==> config.mk <==
export PLATFORM = sky130hd
export DESIGN_NAME = io_write_arbiter
export DESIGN_NICKNAME = d
export VERILOG_FILES = /design/src/rtl/io_write_arbiter.sv
export SDC_FILE = /design/constraint.sdc
export NUM_CORES = 1
export LEC_CHECK = 0
export ABC_AREA = 1
export BUFFER_PORTS_ARGS = -buffer_cell sky130_fd_sc_hd__clkbuf_2
export CAP_MARGIN = 30
export CORE_ASPECT_RATIO = 0.6
export CORE_MARGIN = 2
export CORE_UTILIZATION = 30
export DETAILED_ROUTE_END_ITERATION = 8
export MAX_ROUTING_LAYER = met4
export PLACE_DENSITY_LB_ADDON = 0.25
export SYNTH_ARGS = -nofsm -noshare
export SYNTH_HDL_FRONTEND = slang
export SYNTH_SLANG_ARGS = --single-unit
==> constraint.sdc <==
create_clock -name Clock -period 2.6 [get_ports Clock]
set_input_delay 0.52 -clock Clock [delete_from_list [all_inputs] [get_ports Clock]]
set_output_delay 0.52 -clock Clock [all_outputs]
set_load 0.05 [all_outputs]
==> src/rtl/io_write_arbiter.sv <==
// Two-requester write arbiter: per-requester FIFOs drained round-robin into a
// registered one-hot port strobe plus data bus feeding the output latches.
module io_write_arbiter #(
  parameter int unsigned DEPTH = 4,
  parameter int unsigned CW    = 3
) (
  input  logic          Clock,
  input  logic          Reset,
  input  logic          a_valid,
  output logic          a_ready,
  input  logic [2:0]    a_addr,
  input  logic [7:0]    a_data,
  input  logic          b_valid,
  output logic          b_ready,
  input  logic [2:0]    b_addr,
  input  logic [7:0]    b_data,
  output logic [7:0]    io_ena,
  output logic [7:0]    io_data,
  output logic [CW-1:0] a_level,
  output logic [CW-1:0] b_level,
  output logic          busy
);

  localparam int unsigned AW = $clog2(DEPTH);
  localparam int unsigned EW = 11;
  localparam logic [0:0] PRIO_A = 1'b0;
  localparam logic [0:0] PRIO_B = 1'b1;

  logic [EW-1:0] mem_a [DEPTH];
  logic [EW-1:0] mem_b [DEPTH];
  logic [AW-1:0] wr_a, rd_a, wr_b, rd_b;
  logic [0:0]    prio;

  logic          push_a, push_b, grant_a, grant_b;
  logic [EW-1:0] head;
  logic [CW-1:0] a_level_nxt, b_level_nxt;
  logic [7:0]    io_ena_nxt, io_data_nxt;

  // Arbitration and next-state computed only from registered FIFO state.
  always_comb begin
    push_a      = a_valid & a_ready;
    push_b      = b_valid & b_ready;
    grant_a     = (a_level != '0) & ((b_level == '0) | (prio == PRIO_A));
    grant_b     = (b_level != '0) & ((a_level == '0) | (prio == PRIO_B));
    head        = grant_a ? mem_a[rd_a] : mem_b[rd_b];
    a_level_nxt = a_level;
    b_level_nxt = b_level;
    io_ena_nxt  = '0;
    io_data_nxt = io_data;

    if (push_a && !grant_a)      a_level_nxt = a_level + CW'(1);
    else if (!push_a && grant_a) a_level_nxt = a_level - CW'(1);

    if (push_b && !grant_b)      b_level_nxt = b_level + CW'(1);
    else if (!push_b && grant_b) b_level_nxt = b_level - CW'(1);

    if (grant_a || grant_b) begin
      io_ena_nxt  = 8'b1 << head[10:8];
      io_data_nxt = head[7:0];
    end
  end

  always_ff @(posedge Clock or negedge Reset) begin
    if (!Reset) begin
      wr_a    <= '0;
      rd_a    <= '0;
      wr_b    <= '0;
      rd_b    <= '0;
      a_level <= '0;
      b_level <= '0;
      a_ready <= 1'b1;
      b_ready <= 1'b1;
      prio    <= PRIO_A;
      io_ena  <= '0;
      io_data <= '0;
      busy    <= 1'b0;
    end else begin
      if (push_a)  wr_a <= wr_a + AW'(1);
      if (grant_a) rd_a <= rd_a + AW'(1);
      if (push_b)  wr_b <= wr_b + AW'(1);
      if (grant_b) rd_b <= rd_b + AW'(1);
      a_level <= a_level_nxt;
      b_level <= b_level_nxt;
      // ready is a pure function of the registered level, kept as a flop
      a_ready <= (a_level_nxt != CW'(DEPTH));
      b_ready <= (b_level_nxt != CW'(DEPTH));
      if (grant_a)      prio <= PRIO_B;
      else if (grant_b) prio <= PRIO_A;
      io_ena  <= io_ena_nxt;
      io_data <= io_data_nxt;
      busy    <= (a_level_nxt != '0) | (b_level_nxt != '0) | (io_ena_nxt != '0);
    end
  end

  // FIFO storage needs no reset; validity is tracked by the pointers.
  always_ff @(posedge Clock) begin
    if (push_a) mem_a[wr_a] <= {a_addr, a_data};
    if (push_b) mem_b[wr_b] <= {b_addr, b_data};
  end

endmodule
* Word level (Yosys, flattened, before mapping)
Memories as Yosys holds them, arrays and structs flattened.
Cells that the tools add are included.
** Word-level totals
- Input port bits :: 26
- Register bits after elaboration :: 34
- Output and inout bits :: 25
- RAM bits :: 88
- Word-level logic and storage cells :: 63
- Memories :: 2
** Memories
- mem_a :: depth 4, width 11, rd ports 1, clocked after memory_dff 0, wr ports 1, line 29 : logic [EW-1:0] mem_a [DEPTH];
- mem_b :: depth 4, width 11, rd ports 1, clocked after memory_dff 0, wr ports 1, line 30 : logic [EW-1:0] mem_b [DEPTH];
** Operators by class
- Reductions and logical operators :: 17
- Add/subtract/negate cells :: 8
- Bitwise logic cells :: 9
- Multiplexer cells :: 12
- Shift-type cells :: 1
- Eq/ne operators :: 2
** Operators with widths (number)
- 3-bit two-way mux :: 4
- 3-bit nonzero test :: 4
- 11-bit two-way mux :: 1
- 2-bit by 1-bit adder with 2-bit output, second input constant :: 4
- 8-bit two-way mux :: 1
- 8-bit nonzero test :: 1
- 1-bit by 3-bit << shifter with 8-bit output, first input constant :: 1
- 3-bit by 1-bit adder with 3-bit output, second input constant :: 2
- 3-bit zero test :: 2
- 1-bit two-way mux :: 6
- 3-bit != test, second input constant :: 2
- 3-bit by 1-bit subtractor with 3-bit output, second input constant :: 2
- 1-bit bitwise AND :: 4
- 1-bit logical AND :: 4
- 1-bit zero test :: 4
- 1-bit bitwise OR :: 4
- 2-bit nonzero test :: 1
- 1-bit logical OR :: 1
- 1-bit inverter :: 1

* Logic depth before layout (Yosys ltp)
Gate-level depths: netlist of run 1.
- Word-level depth :: 9
- Gate-level depth with buffers :: 13
- Mapped depth without buffers :: 13

* Worst setup path before layout of run 1
OpenSTA, ideal clock, no wires.
- Kind :: reg2reg
- Start point :: register b_level[0]
- End point :: register io_ena[5]
- Arrival :: 1.856 ns
- Data required time :: 2.480 ns
- Slack :: 0.625 ns
- Stages on the path, launching flop included :: 13
- Setup time :: 0.120 ns
- Cell sequence :: dfrtp_1 -> inv_1 -> ha_1 -> ha_1 -> inv_2 -> nand2_4 -> nand2_2 -> buf_6 -> inv_2 -> nand2_1 -> nand2_1 -> nand2_1 -> nor2_1
** Between the ends
- Word-level cells in the longest chain between the ends :: 6
- Elaborated cells between the ends (all ways) :: 9
- Those cells by class :: shift: 1; mux: 2; bitwise: 3; reduce/logical: 3
** RTL lines
- from (decl) :: line 20 : output logic [CW-1:0] b_level,
- from (signal assigned) :: line 83 : b_level <= b_level_nxt;
- 3-bit zero test :: line 43 : grant_a = (a_level != '0) & ((b_level == '0) | (prio == PRIO_A));
- 1-bit bitwise OR :: line 43
- 1-bit bitwise AND :: line 43
- 11-bit two-way mux :: line 45 : head = grant_a ? mem_a[rd_a] : mem_b[rd_b];
- 1-bit by 3-bit << shifter with 8-bit output :: line 58 : io_ena_nxt = 8'b1 << head[10:8];
- 8-bit two-way mux (*) :: line 57 : if (grant_a || grant_b) begin
- named net io_ena_nxt[5] :: line 37 : logic [7:0] io_ena_nxt, io_data_nxt;
- to (signal assigned) :: line 89 : io_ena <= io_ena_nxt;
- to (decl) :: line 17 : output logic [7:0] io_ena,
Mark *: on every way through the listed nets, which the timed path passes. The rest lies on a longest branch.
A chain may end at the register's enable or synchronous reset.

* Final worst setup path of run 1
- Start point :: register b_level[0]
- End point :: register busy
** Between the ends
- Word-level cells in the longest chain between the ends :: 9
- Elaborated cells between the ends (all ways) :: 26
- Those cells by class :: add/sub: 2; shift: 1; mux: 6; bitwise: 5; reduce/logical: 12
** RTL lines
- 3-bit zero test (*) :: line 43
- 1-bit bitwise OR (*) :: line 43
- 1-bit bitwise AND (*) :: line 43
- 1-bit logical AND / 1-bit zero test (equally long branches) :: line 52, 51
- 3-bit two-way mux / 1-bit logical AND (equally long branches) :: line 52, 51
- 3-bit two-way mux (*) :: line 51 : if (push_a && !grant_a) a_level_nxt = a_level + CW'(1);
- named net a_level_nxt[1] :: line 36 : logic [CW-1:0] a_level_nxt, b_level_nxt;
- 3-bit nonzero test (*) :: line 91 : busy <= (a_level_nxt != '0) | (b_level_nxt != '0) | (io_ena_nxt != '0);
- 1-bit bitwise OR (*) (2 in series) :: line 91
- to (signal assigned) :: line 91
- to (decl) :: line 21 : output logic busy
Marks and branches as above.

==> impl_metrics.csv, run 1 <==
group,metric,value,unit
grt,grt_overflow_total,0,
worst_setup_path,worst-path-buf-inv,2,
synthesis,yosysTopAreaCellShare,0.527,
die,die-height,104,microns
synthesis,ys_ff_latch,122,
die,num_rows,36,
clock_network,cts-htree-levels,4,
pwr,p_leak,2.51,nW
sta,setup_viol,0,
synthesis,netlist_area,0.00502,sq mm
detailed_routing,dr.first_iter.drc_count,188,
cells_and_area,antenna-diode-count,0,
grt,grt_max_degree,35,
clock_network,ctsRootBufferMaster,"clkbuf_16",
synthesis,synth_top_area_cell,"edfxtp_1",
pwr,switching_share,0.415,
worst_setup_path,crit_slowest_cell,"dfrtp_1",
sta,hold_viol_final,0,
synthesis,synth_area_per_cell,11.8,sq um
cells_and_area,drive_gt1_frac,0.229,
place,dp.cells,699,
cells_and_area,final_nets,530,
clock_network,cts.sinks,122,
sta,relSlewSlack,0.407,
sta,setup_slack,0.646,ns
cells_and_area,fill_cells,1588,
pwr,p_seq_frac,0.348,
sta,final.period_utilization,0.752,
pwr,clockPowerShare,0.277,
pwr,power_density,1360,mW/mm^2
synthesis,ys_types,29,
clock_network,worstSkewPairLatency,0.41,ns
place,place_ws,0.630,ns
worst_setup_path,cp-start-kind,"register",
pwr,p_int,0.00485,W
grt,grt_use_total,0.132,
detailed_routing,detail-route-antenna-nets,0,
cells_and_area,multi_input_area,0.00128,sq mm
die,initial_utilization,0.308,
outcome,outcome,"finished clean",
grt,grt_pass1_wl,16.9,mm
cells_and_area,seq_area,0.00350,sq mm
sta,fmax,512,MHz
worst_setup_path,path_cells,"inv_1 -> ha_1 -> ha_1 -> inv_2 -> nand2_4 -> nand2_2 -> nand2_1 -> nand3_1 -> nand2_1 -> nor2_1 -> nand3_1",
cells_and_area,areaGrowthSynthToFinish,22.0,%
sta,finClkSkew,0.00720,ns
clock_network,clock_path_buffers,2,
worst_setup_path,critical-path-max-stage-delay,0.38,ns
sta,finalCriticalPeriod,1.95,ns
detailed_routing,avgRoutedWirePerCell,14.4,microns
clock_network,path_clk_slew,0.06,ns
die,die_w,171,microns
pwr,switchingPower,0.00345,W
sta,drv_slew,0,
worst_setup_path,worstPathMaxFanout,12,
sta,rsz0062_at_grt,"false",
cells_and_area,layout.cells.non_filler,731,
detailed_routing,drt_first_pass_iters,5,
worst_setup_path,worstPathRequired,2.90,ns
synthesis,yosysWarnings,0,
synthesis,ys_top_cells_by_area,"edfxtp_1, dfrtp_1, nor2_1",
hold_path,hp-class,"input port to async pin",
clock_network,cts_setup_buffers,0,
die,dieArea,0.0178,sq mm
worst_setup_path,arrival,2.25,ns
pwr,combPwrFrac,0.375,
clock_network,cts-resized-gates,0,
place,place.gp.congestion,0.848,
worst_setup_path,path_delay_family,"simple AND/OR/NAND/NOR gates",
place,port_buffers,50,
die,coreArea,0.0163,sq mm
place,dp_hpwl,7.35,mm
worst_setup_path,end_kind,"register",
clock_network,cts_hold_buf,0,
detailed_routing,vias,3206,
synthesis,seq_area_frac_synth,0.697,
grt,grt_antenna_before_repair,0,
flow_run,cap_violations,0,
detailed_routing,viasPerCell,4.39,
pwr,ir_drop,0.607,mV
sta,tightestPinTransition,0.890,ns
detailed_routing,routed_wl,10.5,mm
clock_network,tritoncts,"yes",
sta,fin_tns_setup,0,ns
grt,grt_pass1_vias,3181,
synthesis,synth_fp_nets,464,
synthesis,synthCells,424,
detailed_routing,drc,0,
clock_network,cts_buffers,17,
worst_setup_path,path_class,"register to register",
die,num_io_pins,51,
==> state kept, by name, summed over array words and instances (netlist names) <==
name / count
io_data: 8
busy: 1
b_ready: 1
rd_a: 2
a_level: 3
a_ready: 1
io_ena: 8
rd_b: 2
prio: 1
mem_a: 44
mem_b: 44
wr_a: 2
b_level: 3
wr_b: 2
==> stage by stage <==
stage / instance area, sq um / power [W] / utilization / hold slack, ns
2_1_floorplan: 5020 / 0.00526 / - / 0.224
3_3_place_gp: 5540 / 0.00603 / 0.340 / 0.482
3_5_place_dp: 5540 / 0.00606 / 0.340 / 0.484
4_1_cts: 6120 / 0.00839 / 0.375 / 0.245
5_1_grt: 6120 / 0.00891 / 0.375 / 0.291
6_report: 6120 / 0.00830 / 0.375 / 0.222
==> power by group through the flow <==
stage	Sequential (W)	Combinational, W	Clock [W]
after global routing	0.00294	0.00351	0.00245
final	0.00289	0.00311	0.00230
after detailed placement	0.00293	0.00313	0
after floorplan	0.00332	0.00194	0
after global placement	0.00292	0.00310	0
after CTS	0.00289	0.00315	0.00234
==> cell usage in the layout (no fill, tap or decap), types with 2 or more instances in the layout <==
cell,synthesis,final
inv_2,8,8
clkinv_4,0,4
nor2_2,3,3
nand2_2,6,6
edfxtp_1,88,88
inv_8,0,4
inv_1,31,31
clkbuf_2,0,50
o21ai_1,4,4
dfrtp_1,32,32
dfstp_2,2,2
buf_4,0,10
xor2_1,5,5
nor2_1,64,64
inv_6,0,4
nand3_1,28,28
o21ai_0,38,38
nand2_1,58,58
o22ai_1,17,17
clkbuf_16,0,17
a21oi_1,3,3
ha_1,14,14
==> cell families after synthesis <==
| logic type | count (synthesis) | synth area share |
|---|---|---|
| fa+ha+maj | 14 | 0.0349 |
| buf+inv | 52 | 0.0469 |
| compound gates | 68 | 0.0761 |
| simple gates | 163 | 0.136 |
| flops | 122 | 0.697 |
| xor+xnor | 5 | 0.00873 |
==> worst paths after layout <==
check	startpoint	to	slack (ns)	cells past startpoint
setup / recovery	b_level[0]	busy	0.65	11
hold / removal	Reset	b_level[0]	0.22	1
setup reg to reg	b_level[0]	busy	0.65	11
hold reg to reg	io_data[7]	io_data[7]	0.50	2
max in group asynchronous	Reset	io_data[3]	1.82	1
min in group Clock	b_addr[0]	mem_b[0][8]	0.32	1
==> cell type report <==
type	instances	area share
tap	228	0.0466
multi-input combinational	250	0.210
clock buffer	17	0.0695
inverter	39	0.0239
sequential	122	0.571
timing repair buffer	60	0.0531
clock inverter	15	0.0258
==> per-layer routing <==
layer / vias to the layer above / wire length, microns / global-route usage
met5: - / 0 / -
met1: 1509 / 5430 / 0.190
li1: 1601 / - / -
met3: 13 / 645 / 0.0365
met2: 83 / 4300 / 0.173
met4: 0 / 157 / 0.0581
==> cell usage after synthesis, drive strengths merged <==
cell type / instances
a21oi: 3
dfrtp: 32
nand4: 1
buf: 12
nand2: 65
clkbuf: 1
inv: 39
o211ai: 2
edfxtp: 88
nand3: 28
o22ai: 17
nor2: 67
a22oi: 1
or2: 2
dfstp: 2
a31oi: 1
xor2: 5
ha: 14
o21ai: 43
o21a: 1
(Power assumes the default switching activity.)
==> run 2, diff against run 1 <==
Clock period 2.6 ns to 2 ns, I/O delays scaled along.
==> impl_metrics.csv, run 2 (synthesis gave the netlist of run 1 again) <==
group,metric,value,unit
outcome,outcome,"finished clean",
cells_and_area,fin_util,0.377,
detailed_routing,drc,0,
die,die_w,171,microns
die,num_io_pins,51,
pwr,switchingPower,0.00445,W
hold_path,hp-class,"input port to async pin",
sta,setup_slack,0.135,ns
cells_and_area,largest_registers,"mem_a: 44 flops, mem_b: 44 flops",
clock_network,cts_hold_buf,0,
worst_setup_path,arrival,2.15,ns
cells_and_area,final_cell_mix,"edfxtp_1, nor2_1, nand2_1, clkbuf_2, o21ai_0",
detailed_routing,avgRoutedWirePerCell,14.9,microns
pwr,ir_drop,0.954,mV
detailed_routing,viasPerCell,4.40,
die,coreArea,0.0163,sq mm
die,die-height,104,microns
grt,grt_overflow_total,0,
place,place_ws,0.0697,ns
clock_network,path_clk_slew,0.06,ns
cells_and_area,fin_area,0.00615,sq mm
worst_setup_path,end_kind,"register",
flow_run,cap_violations,0,
worst_setup_path,reg2reg_slack,0.13,ns
pwr,clockPowerShare,0.256,
sta,timing.hold.ws,0.0179,ns
clock_network,clock_path_buffers,2,
sta,finalCriticalPeriod,1.87,ns
place,port_buffers,50,
pwr,p_leak,2.53,nW
pwr,switching_share,0.411,
worst_setup_path,path_class,"register to register",
worst_setup_path,worstPathMaxFanout,5,
cells_and_area,final_nets,537,
detailed_routing,detail-route-antenna-nets,0,
die,num_rows,36,
worst_setup_path,cp-start-kind,"register",
cells_and_area,final_common_cell,"edfxtp_1",
grt,grt_pass1_wl,17.6,mm
cells_and_area,antenna-diode-count,0,
clock_network,cts.sinks,122,
sta,fmax,536,MHz
cells_and_area,drive_gt1_frac,0.241,
worst_setup_path,worstPathRequired,2.29,ns
cells_and_area,fill_cells,1613,
sta,tightestPinTransition,0.454,ns
pwr,power_density,1760,mW/mm^2
pwr,p_int,0.00637,W
detailed_routing,routed_wl,11.0,mm
grt,grt_pass1_vias,3262,
sta,drv_slew,0,
clock_network,worstSkewPairLatency,0.41,ns
clock_network,ctsRootBufferMaster,"clkbuf_16",
place,dp_hpwl,7.75,mm
detailed_routing,dr.first_iter.drc_count,186,
sta,fin_tns_setup,0,ns
die,initial_utilization,0.308,
sta,hold_viol_final,0,
clock_network,cts_buffers,17,
sta,finClkSkew,0.00681,ns
sta,relSlewSlack,0.697,
place,place.gp.congestion,0.789,
detailed_routing,drt_first_pass_iters,4,
detailed_routing,vias,3248,
sta,final.period_utilization,0.933,
place,placedInstanceArea,0.00558,sq mm
sta,setup_viol,0,
cells_and_area,areaGrowthSynthToFinish,22.7,%
clock_network,cts-htree-levels,4,
clock_network,tritoncts,"yes",
grt,grt_antenna_before_repair,0,
die,dieArea,0.0178,sq mm
grt,grt_max_degree,35,
pwr,p_seq_frac,0.347,
pwr,combPwrFrac,0.397,
grt,grt_use_total,0.137,
[run 2: critical path: stages (launching register included)]
cell,delay (ns)
dfrtp_1,0.39
inv_1,0.07
ha_1,0.19
ha_1,0.20
inv_2,0.07
nand2_1,0.08
nand2_2,0.14
nand3_1,0.10
nand3_1,0.10
nand3_2,0.13
nor2_2,0.18
nand3_1,0.09
[run 2: metrics by stage]
step,power [W],instances
2_1_floorplan,0.00684,424
3_3_place_gp,0.00796,705
3_5_place_dp,0.00803,705
4_1_cts,0.0108,737
5_1_grt,0.0117,738
6_report,0.0108,738
[run 2: cell type report]
| type | instances | area [sq um] | share of cell area |
|---|---|---|---|
| Clock buffer | 19 | 433 | 0.0703 |
| Clock inverter | 13 | 105 | 0.0171 |
| Inverter | 39 | 146 | 0.0238 |
| Multi-Input combinational cell | 250 | 1310 | 0.212 |
| Sequential cell | 122 | 3500 | 0.568 |
| Tap cell | 228 | 285 | 0.0464 |
| Timing Repair Buffer | 67 | 382 | 0.0620 |
[run 2: timing repair]
item                                    CTS  global route
buffers inserted                          0             1
gates resized for setup                   0             7
endpoints found under the setup margin    0             9
[run 2: worst paths after layout]
kind,from,end,cells past startpoint
worst max-delay path,a_level[0],busy,11
worst min register to register,io_data[7],io_data[7],2
max in group asynchronous,Reset,a_ready,2
min in group Clock,b_addr[2],mem_b[0][10],1
worst max register to register,a_level[0],busy,11
worst min-delay path,Reset,wr_b[0],2
[run 2: layer usage]
layer	track usage	vias to the layer above	wire length, microns
li1	-	1611	-
met1	0.198	1548	5660
met2	0.182	81	4570
met3	0.0457	8	692
met4	0.0381	0	71
met5	-	-	0
[run 2: power groups by stage]
stage	clock [W]	combinational [W]	sequential, W
after floorplan	0	0.00252	0.00431
after detailed placement	0	0.00423	0.00380
final	0.00277	0.00429	0.00376
after global routing	0.00294	0.00489	0.00382
after global placement	0	0.00417	0.00379
after CTS	0.00283	0.00425	0.00376
